**src/rtl/fetch_pkg.sv**
```systemverilog
// Shared types and constants for the instruction fetch controller.
package fetch_pkg;

    localparam int INSTR_W = 32;
    localparam int PC_INC  = 4;

    typedef enum logic [1:0] {
        IDLE    = 2'd0,
        FETCH   = 2'd1,
        WAIT    = 2'd2,
        DELIVER = 2'd3
    } fetch_state_e;

endpackage

```
**src/rtl/adder.sv**
```systemverilog
// Plain N-bit modulo adder; the carry out is dropped so pc arithmetic wraps.
module adder #(
    parameter int N = 32
) (
    input  logic [N-1:0] a,
    input  logic [N-1:0] b,
    output logic [N-1:0] sum
);

    assign sum = a + b;

endmodule

```
**src/rtl/fetch_ctrl.sv**
```systemverilog
// Single-outstanding instruction fetch controller with redirect/kill handling
// and a one-entry delivery register held under downstream stall.
module fetch_ctrl
    import fetch_pkg::*;
#(
    parameter int           N        = 32,
    parameter logic [N-1:0] RESET_PC = '0
) (
    input  logic               clk,
    input  logic               reset,
    output logic               imem_req,
    output logic [N-1:0]       imem_addr,
    input  logic               imem_ready,
    input  logic               imem_rvalid,
    input  logic [INSTR_W-1:0] imem_rdata,
    input  logic               redirect_valid,
    input  logic [N-1:0]       redirect_pc,
    input  logic               stall,
    output logic               instr_valid,
    output logic [INSTR_W-1:0] instr,
    output logic [N-1:0]       instr_pc
);

    fetch_state_e       state_q, state_d;
    logic [N-1:0]       pc_q, pc_d;
    logic               kill_q, kill_d;
    logic               pend_q, pend_d;
    logic [N-1:0]       pend_pc_q, pend_pc_d;
    logic [INSTR_W-1:0] instr_q, instr_d;
    logic [N-1:0]       instr_pc_q, instr_pc_d;
    logic [N-1:0]       pc_inc;
    logic [N-1:0]       tgt;

    assign tgt = redirect_pc & {{(N-2){1'b1}}, 2'b00};

    adder #(.N(N)) u_pc_inc (
        .a   (pc_q),
        .b   (N'(PC_INC)),
        .sum (pc_inc)
    );

    always_ff @(posedge clk or negedge reset) begin
        if (!reset) begin
            state_q    <= IDLE;
            pc_q       <= RESET_PC;
            kill_q     <= 1'b0;
            pend_q     <= 1'b0;
            pend_pc_q  <= '0;
            instr_q    <= '0;
            instr_pc_q <= '0;
        end else begin
            state_q    <= state_d;
            pc_q       <= pc_d;
            kill_q     <= kill_d;
            pend_q     <= pend_d;
            pend_pc_q  <= pend_pc_d;
            instr_q    <= instr_d;
            instr_pc_q <= instr_pc_d;
        end
    end

    always_comb begin
        state_d    = state_q;
        pc_d       = pc_q;
        kill_d     = kill_q;
        pend_d     = pend_q;
        pend_pc_d  = pend_pc_q;
        instr_d    = instr_q;
        instr_pc_d = instr_pc_q;
        case (state_q)
            IDLE: begin
                state_d = FETCH;
                if (redirect_valid) pc_d = tgt;
            end
            FETCH: begin
                // The presented address must not move, so a redirect here is
                // parked and the in-flight response is killed once accepted.
                if (redirect_valid) begin
                    pend_d    = 1'b1;
                    pend_pc_d = tgt;
                end
                if (imem_ready) begin
                    state_d = WAIT;
                    kill_d  = pend_q | redirect_valid;
                end
            end
            WAIT: begin
                if (redirect_valid) begin
                    kill_d    = 1'b1;
                    pend_d    = 1'b1;
                    pend_pc_d = tgt;
                end
                if (imem_rvalid) begin
                    if (kill_q || redirect_valid) begin
                        state_d = FETCH;
                        pc_d    = redirect_valid ? tgt : pend_pc_q;
                        kill_d  = 1'b0;
                        pend_d  = 1'b0;
                    end else begin
                        state_d    = DELIVER;
                        instr_d    = imem_rdata;
                        instr_pc_d = pc_q;
                    end
                end
            end
            DELIVER: begin
                if (redirect_valid) begin
                    state_d = FETCH;
                    pc_d    = tgt;
                end else if (!stall) begin
                    state_d = FETCH;
                    pc_d    = pc_inc;
                end
            end
            default: state_d = IDLE;
        endcase
    end

    always_comb begin
        imem_req    = (state_q == FETCH);
        imem_addr   = pc_q;
        instr_valid = (state_q == DELIVER);
        instr       = instr_q;
        instr_pc    = instr_pc_q;
    end

endmodule

```
**config.mk**
```make
export PLATFORM = sky130hd
export DESIGN_NAME = fetch_ctrl
export DESIGN_NICKNAME = d
export VERILOG_FILES = /design/src/rtl/fetch_pkg.sv /design/src/rtl/adder.sv /design/src/rtl/fetch_ctrl.sv
export SDC_FILE = /design/constraint.sdc
export NUM_CORES = 1
export LEC_CHECK = 0
export BUFFER_PORTS_ARGS = -buffer_cell sky130_fd_sc_hd__clkbuf_2
export CORE_ASPECT_RATIO = 0.9
export CORE_MARGIN = 3
export CORE_UTILIZATION = 45
export CTS_CLUSTER_DIAMETER = 50
export DETAILED_ROUTE_END_ITERATION = 7
export PLACE_DENSITY = 0.7
export SLEW_MARGIN = 5
export SYNTH_ARGS = -nofsm -noshare
export SYNTH_HDL_FRONTEND = slang
export SYNTH_SLANG_ARGS = --single-unit
```
**constraint.sdc**
```tcl
create_clock -name clk -period 3.5 [get_ports clk]
set_clock_uncertainty 0.1 [all_clocks]
set_input_delay 0.875 -clock clk [delete_from_list [all_inputs] [get_ports clk]]
set_output_delay 0.875 -clock clk [all_outputs]
set_load 0.03 [all_outputs]
```
* After elaboration in Yosys (flattened, before gate mapping) *
Cells that the tools add are included.

operators by class
  $add $sub $neg = 1
  muxes and demuxes = 22
  bitwise operators = 2
  equal/unequal tests = 8
  reduce and logical (&&, ||, !) cells = 9

operators by type and width
  cell                   number
  $mux 32                6
  $pmux 32 s3            1
  $add 32x3->32 const B  1
  $mux 2                 5
  $pmux 2 s4             1
  $mux 1                 7
  $ne 2x2->1 const B     3
  $reduce_and 3->1       2
  $reduce_and 5->1       1
  $eq 2x2->1 const B     2
  $pmux 1 s2             2
  $ne 3x3->1 const B     1
  $reduce_bool 3->1      1
  $eq 2x1->1 const B     1
  $logic_not 2->1        1
  $ne 2x1->1 const B     1
  $reduce_and 2->1       1
  $reduce_bool 2->1      1
  $reduce_or 2->1        1
  $logic_or 1x1->1       1
  $not 1->1              1
  $or 1x1->1             1

storage, ports and cells
  flip-flop bits (word level) = 132
  logic and storage cells = 49
  input port bits = 70

* Depth between registers and ports, before layout *
  depth after elaboration = 4
  mapped depth = 9

* Modules after synthesis *
From an unflattened synthesis, not the netlist that was laid out.

unflattened totals
  cell total of the unflattened synthesis = 665
  area, all modules = 7,763.7 µm²

by module, submodules not included
  module      area an instance (µm²)  cells each  instances
  fetch_ctrl  6,019.5                 424         1
  adder       1,744.2                 241         1

* Worst setup path before layout *
Ideal clock, no wire load.

  path type = flip-flop to flip-flop
  from = register state_q[0]
  to = register pc_q[31], in the netlist imem_addr[31]
  stages on the path, launching flop included = 8
  slack = 1.076 ns
  data arrival time = 2.202 ns
  setup time = 0.122 ns
  period minus slack after synthesis = 2.424 ns
  path through = dfrtp_1 -> ha_1 -> nor2b_4 -> buf_6 -> a22o_1 -> or3_1 -> or3_1 -> a32o_1

between the ends
  cells in the longest elaborated chain, start to end = 3

RTL lines
  item                                                                     RTL line          RTL
  from (decl)                                                              fetch_ctrl.sv:24  fetch_state_e state_q, state_d;
  from (signal assigned)                                                   fetch_ctrl.sv:52  state_q <= state_d;
  $eq 2x2->1 *                                                             n/a
  net instr_valid                                                          fetch_ctrl.sv:19  output logic instr_valid,
  $ne 3x3->1 (no source line) / $reduce_bool 3->1 (equally long branches)  n/a
  $reduce_and 5->1 (no source line)                                        n/a
  to (signal assigned)                                                     fetch_ctrl.sv:53  pc_q <= pc_d;
  to (decl)                                                                fetch_ctrl.sv:25  logic [N-1:0] pc_q, pc_d;

Mark *: on every way through the listed nets, which the timed path passes. The rest lies on a longest branch.
A chain may end at the register's enable or synchronous reset.

* Worst setup path after layout *
  from = register state_q[0]
  to = register pc_q[31], in the netlist imem_addr[31]

between the ends
  cells in the longest elaborated chain, start to end = 3

RTL lines
  item                                                  RTL line          RTL
  $eq 2x2->1 / $logic_not 2->1 (equally long branches)  fetch_ctrl.sv:70  case (state_q)
  $ne 3x3->1 (no source line) (tied with other cells)   n/a
  $reduce_and 5->1 (no source line)                     n/a

Parallel ways exist; a longest one is shown, timed or not.

==> results.txt <==
After floorplanning, the core was sized to cover 0.0130 mm^2. Yosys mapped a number of flops with a built-in enable equal to 0. The minimum clock period is 2530 ps.

The tools report the post-route non-filler standard cell count as 851. The critical path endpoint category is a flip-flop. Counting along the longest clock path gives a buffer depth of 2. The most common flop cell mapped by yosys was dfrtp_1. The first global-routing pass estimated 24,700 um of wire. After the first detailed-routing iteration, the DRC count stood at 311. The data arrival at the endpoint of the critical path was 2730 ps. The synthesized area was 0.00610 mm^2.

The run finished with clean final reports. For the post-route core utilization, the log shows 0.594. The run gives 0 as the yosys synthesis warning count. Area added between synthesis and finish: 26.3%.

Data on the critical path is required at its endpoint by 3700 ps. The routability congestion estimate is 0.842, and the first-pass iteration count of the detailed router is 4. The sequential fraction of the synthesis area was 0.541; the effective utilization at floorplan was 0.470.

The detailed-route wire length per cell came out at 18.5 um. The share of post-route cells with drive strength above 1 is 0.450. The floorplan has 39 rows. For the post-synthesis cell count, the log shows 511. The share of the clock period used by the worst path after layout works out to 0.723. The number of port buffers is 165. The netlist uses 50 different library cells.

The peak clock frequency supported by timing is 395 MHz. Dividing the detail-routed via count by the number of cells gives 5.66. CTS placed an instance of clkbuf_16 at the clock tree root. Dividing total power by cell area gives a power density of 898 mW/mm^2. Entering global routing, the biggest net connects 62 pins.

The tools report the worst-case hold slack as 316 ps. The via count of the first global-routing pass was 4,898; the clock transition time at the flip-flop clock pins of the worst setup and hold paths was 60 ps. For the overall global routing resource usage, the log shows 0.211. After global routing the overflow that remains totals 0. In the routed design, unresolved DRC markers number 0. For the synthesized net count, the log shows 587.

The number of cells after detailed placement is 819. The number of gates given a new drive strength after cts came out at 0. The worst setup path is launched from a flip-flop. Number of hold-slack violations in the final timing report: 0. In this run the post-CTS setup repair buffer count came out at 0. The total design power is 6.92 mW, and the count of final setup violators is 0. The critical path is of the reg -> reg type. The setup total negative slack was 0 ps. Setup repair after global routing left no endpoint under its margin. In this run the remaining antenna-violating nets after routing total 0.

The count of pins over their slew limit came out at 0. The mean area per synthesized cell is 11.9 um^2. The run gives 0 as the count of maximum capacitance violations.

Detailed-route via count: 4,818. VDD sags by at most 0.489 mV. For this design, the CTS-stage hold fixing added 0 buffers.

At the pin with the least slew margin, the transition time is 573 ps. The floorplan step defined a die boundary enclosing 0.0150 mm^2. The async set or reset register ratio after synthesis is 1.00, and the latest clock arrival within the worst-skew pair is 420 ps. The synthesized design contains 132 register bits. For the CTS sink count, the log shows 132.

Once detailed placement completed, the half-perimeter wirelength came to 11,000 um. Along the worst path, the maximum fanout reaches 11. Buffers inserted during clock tree synthesis total 17. In this run the vertical extent of the chip is 116 um. TritonCTS built the clock tree. The tools report the number of antenna violations at the first check in global routing as 0. After the last flow step, the layout net total stands at 750.

Type of the worst min-delay path: in -> async. The static leakage power came out at 3.83 nW. In this run the count of I/O pins placed on the die edge is 168. The worst relative slew slack is 0.615.

The routed design has 15,700 um of wire. The die is 129 um wide. The antenna diode instance count is 0, and the H-tree depth reported by CTS is 4.
==> through the flow <==
step,area [um^2],setup WS (ps)
2_1_floorplan,6100,1080
3_3_place_gp,7100,742
3_5_place_dp,7100,671
4_1_cts,7700,963
5_1_grt,7700,847
6_report,7700,970
==> synth_stat cells (3+ instances only) <==
cell type | number | area, um^2
a21oi_1 | 16 | 80.1
a221oi_1 | 6 | 52.6
a222oi_1 | 3 | 30.0
a22o_1 | 12 | 105
a22oi_1 | 12 | 90.1
a31oi_1 | 11 | 68.8
a41oi_1 | 3 | 26.3
and2_1 | 3 | 18.8
and3_1 | 8 | 50.1
buf_1 | 3 | 11.3
buf_2 | 19 | 95.1
clkbuf_1 | 15 | 56.3
dfrtp_1 | 132 | 3300
ha_1 | 6 | 75.1
inv_1 | 16 | 60.1
mux2_1 | 6 | 67.6
mux2_2 | 88 | 991
nand2_1 | 17 | 63.8
nand2b_1 | 3 | 18.8
nand3_1 | 16 | 80.1
nand4_1 | 5 | 31.3
nor2_1 | 16 | 60.1
nor3_1 | 5 | 25.0
o21ai_0 | 41 | 205
o22ai_1 | 7 | 43.8
o2bb2ai_1 | 6 | 52.6
o31a_1 | 7 | 61.3
==> placed cells by master (no fill, tap or decap), drive strengths merged, types with 16 or more instances in the layout <==
cell / n
a21oi: 16
buf: 18
clkbuf: 181
dfrtp: 132
inv: 18
mux2: 94
nand2: 17
nand3: 17
nor2: 16
o21ai: 41
==> layout make-up <==
type	count	area, um^2
fillers	1083	5280
well taps	164	205
inverters	16	60.1
repair buffers	182	960
clock inverters	15	181
multi-input cells	325	2570
clock buffers	17	425
flip-flops and latches	132	3300
==> worst max-delay path, cell delays in order, from the launching register on <==
cell	delay (ps)
dfrtp_1	420
inv_1	90
ha_1	330
a22o_1	270
or3_1	520
or3_1	420
a32o_1	260
==> where the power goes <==
group	internal (mW)	switching, mW	leakage (nW)	total [mW]
Sequential	2.08	0.534	1.70	2.61
Combinational	0.913	1.58	1.84	2.49
Clock	1.12	0.693	0.282	1.82
Total	4.11	2.81	3.83	6.92
==> cell families (layout without fill, tap and decap cells) <==
logic type,Yosys count,after routing,synth area share
AOI/OAI and AO/OA,135,135,0.151
DFF,132,132,0.541
muxes,95,95,0.175
and+or+nand+nor,89,89,0.0822
buffers and inverters,54,230,0.0384
adders and majority gates,6,6,0.0123
==> state kept, by name (all words and copies together), names as in the netlist <==
name	cells
imem_addr	32
instr	32
pend_pc_q	32
instr_pc	32
kill_q	1
state_q	2
pend_q	1
==> metal layers <==
| layer | vias up | share of wire | global-route usage |
|---|---|---|---|
| met2 | 146 | 0.51 | 0.342 |
| met1 | 2420 | 0.42 | 0.276 |
| li1 | 2237 | - | - |
| met3 | 15 | 0.055 | 0.0540 |
| met5 | - | 0 | 0 |
| met4 | 0 | 0.014 | 0.0812 |
==> path summary, 6_finish.rpt <==
path	endpoint	slack, ps	startpoint	depth (start not counted)
max reg2reg	imem_addr[31]	970	state_q[0]	6
min	instr_pc[10]	320	reset	1
min reg2reg	instr_pc[25]	390	instr_pc[25]	1
max in group asynchronous	instr_pc[21]	2180	reset	2
max	imem_addr[31]	970	state_q[0]	6
min in group clk	instr_pc[25]	390	instr_pc[25]	1
(Power assumes the default switching activity.)
